## config.mk

```make
export PLATFORM = sky130hd
export DESIGN_NAME = execute_bru_bco_fifo
export DESIGN_NICKNAME = d
export VERILOG_FILES = /design/src/rtl/execute_bru_bco_fifo.sv
export SDC_FILE = /design/constraint.sdc
export NUM_CORES = 1
export LEC_CHECK = 0
export ABC_AREA = 1
export BUFFER_PORTS_ARGS = -buffer_cell sky130_fd_sc_hd__buf_2
export CORE_UTILIZATION = 30
export CTS_CLUSTER_DIAMETER = 200
export DETAILED_ROUTE_END_ITERATION = 8
export GPL_TIMING_DRIVEN = 0
export HOLD_SLACK_MARGIN = 0.12
export PLACE_DENSITY = 0.48
export SYNTH_ARGS = -nofsm -noshare
export SYNTH_HDL_FRONTEND = slang
export SYNTH_SLANG_ARGS = --single-unit
```

## constraint.sdc

```tcl
create_clock -name clk -period 4.09 [get_ports clk]
set_clock_uncertainty 0.2 [all_clocks]
set_input_delay 0.409 -clock clk [delete_from_list [all_inputs] [get_ports clk]]
set_output_delay 0.409 -clock clk [all_outputs]
set_load 0.01 [all_outputs]
```

## src/rtl/execute_bru_bco_fifo.sv

```systemverilog
// execute_bru_bco_fifo
// Buffers branch-commit/override updates from the BRU output stage, computes the
// updated 2-bit saturating branch pattern at enqueue, and drains the queue to the
// branch predictor under a valid/ready handshake. The BRU is never back-pressured:
// when the queue is full and nothing drains, the newest update is dropped and a
// sticky overflow flag is raised.

module execute_bru_bco_fifo #(
    parameter int DEPTH = 4,
    parameter int PTR_W = 2
) (
    input  logic             clk,
    input  logic             reset,
    input  logic             i_bco_valid,
    input  logic [31:0]      i_bco_pc,
    input  logic [1:0]       i_bco_oldpattern,
    input  logic             i_bco_taken,
    input  logic [31:0]      i_bco_target,
    output logic             o_bp_valid,
    input  logic             i_bp_ready,
    output logic [31:0]      o_bp_pc,
    output logic [1:0]       o_bp_newpattern,
    output logic             o_bp_taken,
    output logic [31:0]      o_bp_target,
    output logic [PTR_W:0]   o_count,
    output logic             o_full,
    output logic             o_overflow
);

    localparam logic [PTR_W:0]   DEPTH_C = (PTR_W + 1)'(DEPTH);
    localparam logic [PTR_W-1:0] PTR_ONE = PTR_W'(1);

    // Two-bit saturating counter step toward the resolved direction.
    function automatic logic [1:0] next_pattern(input logic [1:0] old_pat, input logic taken);
        logic [1:0] res;
        if (taken) begin
            res = (old_pat == 2'd3) ? 2'd3 : (old_pat + 2'd1);
        end else begin
            res = (old_pat == 2'd0) ? 2'd0 : (old_pat - 2'd1);
        end
        return res;
    endfunction

    // Entry payload storage (deliberately not reset; head is don't-care while invalid).
    logic [31:0]     pc_mem_r     [DEPTH];
    logic [1:0]      pat_mem_r    [DEPTH];
    logic            taken_mem_r  [DEPTH];
    logic [31:0]     target_mem_r [DEPTH];

    logic [PTR_W-1:0] wptr_r;
    logic [PTR_W-1:0] rptr_r;
    logic [PTR_W:0]   count_r;
    logic             valid_r;
    logic             full_r;
    logic             overflow_r;

    logic             enq_s;
    logic             deq_s;
    logic             drop_s;
    logic [1:0]       new_pat_s;
    logic [PTR_W:0]   count_nxt_s;

    // Handshake decode: a full queue still accepts when the head drains this cycle.
    always_comb begin
        deq_s       = valid_r & i_bp_ready;
        enq_s       = i_bco_valid & (~full_r | deq_s);
        drop_s      = i_bco_valid & ~enq_s;
        new_pat_s   = next_pattern(i_bco_oldpattern, i_bco_taken);
        count_nxt_s = count_r + {{PTR_W{1'b0}}, enq_s} - {{PTR_W{1'b0}}, deq_s};
    end

    // Payload write at the tail; no bypass, so a new entry is visible next cycle at the earliest.
    always_ff @(posedge clk) begin
        if (enq_s) begin
            pc_mem_r[wptr_r]     <= i_bco_pc;
            pat_mem_r[wptr_r]    <= new_pat_s;
            taken_mem_r[wptr_r]  <= i_bco_taken;
            target_mem_r[wptr_r] <= i_bco_target;
        end else begin
            pc_mem_r[wptr_r]     <= pc_mem_r[wptr_r];
            pat_mem_r[wptr_r]    <= pat_mem_r[wptr_r];
            taken_mem_r[wptr_r]  <= taken_mem_r[wptr_r];
            target_mem_r[wptr_r] <= target_mem_r[wptr_r];
        end
    end

    // Pointer, occupancy and status state; valid/full are registered copies of the next count.
    always_ff @(posedge clk or posedge reset) begin
        if (reset) begin
            wptr_r     <= {PTR_W{1'b0}};
            rptr_r     <= {PTR_W{1'b0}};
            count_r    <= {(PTR_W + 1){1'b0}};
            valid_r    <= 1'b0;
            full_r     <= 1'b0;
            overflow_r <= 1'b0;
        end else begin
            if (enq_s) begin
                wptr_r <= wptr_r + PTR_ONE;
            end else begin
                wptr_r <= wptr_r;
            end
            if (deq_s) begin
                rptr_r <= rptr_r + PTR_ONE;
            end else begin
                rptr_r <= rptr_r;
            end
            count_r    <= count_nxt_s;
            valid_r    <= (count_nxt_s != {(PTR_W + 1){1'b0}});
            full_r     <= (count_nxt_s == DEPTH_C);
            overflow_r <= overflow_r | drop_s;
        end
    end

    // Head fields are read straight from the entry at the read pointer.
    always_comb begin
        o_bp_pc         = pc_mem_r[rptr_r];
        o_bp_newpattern = pat_mem_r[rptr_r];
        o_bp_taken      = taken_mem_r[rptr_r];
        o_bp_target     = target_mem_r[rptr_r];
    end

    assign o_bp_valid = valid_r;
    assign o_count    = count_r;
    assign o_full     = full_r;
    assign o_overflow = overflow_r;

endmodule

```

==> qor.csv <==
metric;value;unit
start_util;0.308;
wl_per_cell;17.7;microns
num_io_pins;144;
cp.required;3480;ps
synth_fp_nets;854;
drc_errors;0;
yosysSeqAreaShare;0.751;
cts-root-buf;clkbuf_16;
clkLatencyLatePin;550;ps
syn_inst;776;
r2r_slack;1500;ps
stdcell_count;1519;
clk_pin_slew;60;ps
syn_area;11000;sq um
via_per_inst;4.45;
timing.rr.end;o_full;
final-hold-violation-count;0;
vias;6760;
h-tree-depth;1;
ir_worst_vdd;320;uV
crit_fanout;10;
worst_slew_pin_slew;670;ps
die_w;194;microns
antenna_found_initial;0;
rsz0062_at_grt;false;
cp.arrival;2230;ps
firstDrtPassIters;6;
min_period;2840;ps
layout_worst_path_cycle_share;0.695;
antenna_cells;0;
grt_pass1_wl;41.1;mm
clockBufferDepth;3;
hold_path_class;input pin to async pin;
met3WireLength;1.34;mm
rows;69;
ys_ff_latch;278;
post_cts_resized;0;
ys_types;22;
powerDensity;742;nW/um^2
dp.cells;1392;
slew_viol_final;0;
fin_tns_setup;0;ps
fin_nets;1114;
fmax;352;MHz
cts_hold_buffers;72;
setup_violations;0;
flow.area_growth_from_synthesis;29.5;%
grt.total_usage;0.143;
slew_headroom;0.553;
hold-worst-slack;203;ps
cts_tree;built;
ff2ff_path_depth;10;
syn_area_per_cell;14.2;sq um
grt_pass1_vias;6890;
yosysWarnings;0;
drt-met1-wl;12.5;mm
cts_made_buffers;31;
die_h;194;microns
power.leakage;5.10;nW
timing.rr.start;o_bp_valid;
post-cts-setup-buffers;0;
dp_hpwl;16.8;mm
numClockSinks;278;
path_class;register to output pin;
gp_congestion;0.684;
maxCapViolations;0;
routed.top_layer;met4;
core_area;35900;sq um
die_area;37600;sq um
cp-start-kind;register;
drive_above_1_share;0.348;
met2_length;12.5;mm
grt_remaining_overflow;0;
drt-total-wl;26.8;mm
grt_start_max_net_pins;26;
ant_nets;0;
drtIter0Drc;359;
end_kind;output pin;
status;complete, no violations;
portBuffers;143;
==> cells in the final DEF, fill, tap and decap left out, types with 5 or more instances in the layout <==
master / instances
buf_12: 10
buf_8: 6
clkinv_2: 5
nor2_2: 64
clkbuf_8: 6
ha_1: 6
o21ai_2: 60
o21ai_1: 139
clkbuf_16: 31
nor2_1: 140
dlygate4sd3_1: 72
dfrtp_1: 10
clkbuf_1: 13
inv_1: 15
buf_4: 6
buf_2: 167
nand2_1: 12
edfxtp_1: 268
==> cell families (layout without fill, tap and decap cells) <==
family / after synthesis / after routing / synth area share
DFF: 278 / 278 / 0.751
and+or+nand+nor: 223 / 223 / 0.0906
AOI/OAI and AO/OA: 206 / 206 / 0.114
buffers and inverters: 60 / 342 / 0.0341
adders and majority gates: 7 / 7 / 0.00861
xor gates and xnor gates: 2 / 2 / 0.00159
==> state kept, by name, summed over array words and instances, names as in the netlist <==
| register | flops |
|---|---|
| o_bp_valid | 1 |
| o_count | 3 |
| o_full | 1 |
| o_overflow | 1 |
| pat_mem_r | 8 |
| pc_mem_r | 128 |
| rptr_r | 2 |
| taken_mem_r | 4 |
| target_mem_r | 128 |
| wptr_r | 2 |
==> per-layer routing <==
layer | global-route usage | vias up
li1 | - | 3313
met1 | 0.195 | 3263
met2 | 0.233 | 147
met3 | 0.0282 | 37
met4 | 0.0367 | 0
met5 | 0 | -
==> worst max-delay path by stage <==
stage	startpoint	to	slack, ps	depth (start not counted)
after global placement	i_bp_ready	pc_mem_r[0][23]	-3240	5
after detailed placement	i_bp_ready	o_full	1360	11
after CTS	rptr_r[1]	o_bp_pc[1]	1190	5
after floorplan	i_bp_ready	pat_mem_r[0][0]	-130	4
after global routing	rptr_r[1]	o_bp_target[12]	1080	5
final	rptr_r[1]	o_bp_pc[1]	1250	5
==> through the flow <==
step | util | worst slack (ps) | instance area, sq um | power [mW]
after floorplan | - | -132 | 11000 | 6.50
after global placement | 0.344 | -3240 | 12300 | 8.05
after detailed placement | 0.352 | 1360 | 12600 | 8.15
after CTS | 0.399 | 1190 | 14300 | 10.8
after global routing | 0.399 | 1080 | 14300 | 11.3
final | 0.399 | 1250 | 14300 | 10.6
==> power breakdown <==
group	leakage (nW)	internal [mW]	switching [mW]
clock	0.474	1.55	1.06
sequential	2.57	3.72	0.123
combinational	2.05	1.52	2.64
==> worst max-delay path, cell delays in order, from the launching register on <==
cell and delay, ps:
dfrtp_1 420, inv_2 250, clkbuf_1 490, o21ai_1 170, o21ai_2 190, buf_2 160
==> Yosys cell counts <==
cell	number	area share
clkbuf_1	4	0.0014
o21ai_2	60	0.048
dfrtp_1	10	0.023
fa_1	1	0.0018
a21oi_1	2	0.00091
inv_1	15	0.0051
nor2_1	144	0.049
buf_12	1	0.0018
nand2_1	12	0.0041
buf_8	6	0.0082
nor2_2	64	0.036
o21ai_0	4	0.0018
edfxtp_1	268	0.73
o21ai_1	139	0.063
buf_6	2	0.0020
buf_2	24	0.011
nand3_1	3	0.0014
a31o_2	1	0.00079
buf_4	6	0.0041
ha_1	6	0.0068
xor2_1	2	0.0016
inv_2	2	0.00068
==> layout make-up <==
type,count,area [sq um]
timing repair buffer,227,1700
multi-input combinational,438,2400
clock inverter,9,66.3
buffer,43,313
inverter,17,63.8
sequential,278,8300
clock buffer,46,892
fill,3371,21600
tap,461,577
(Power assumes the default switching activity.)
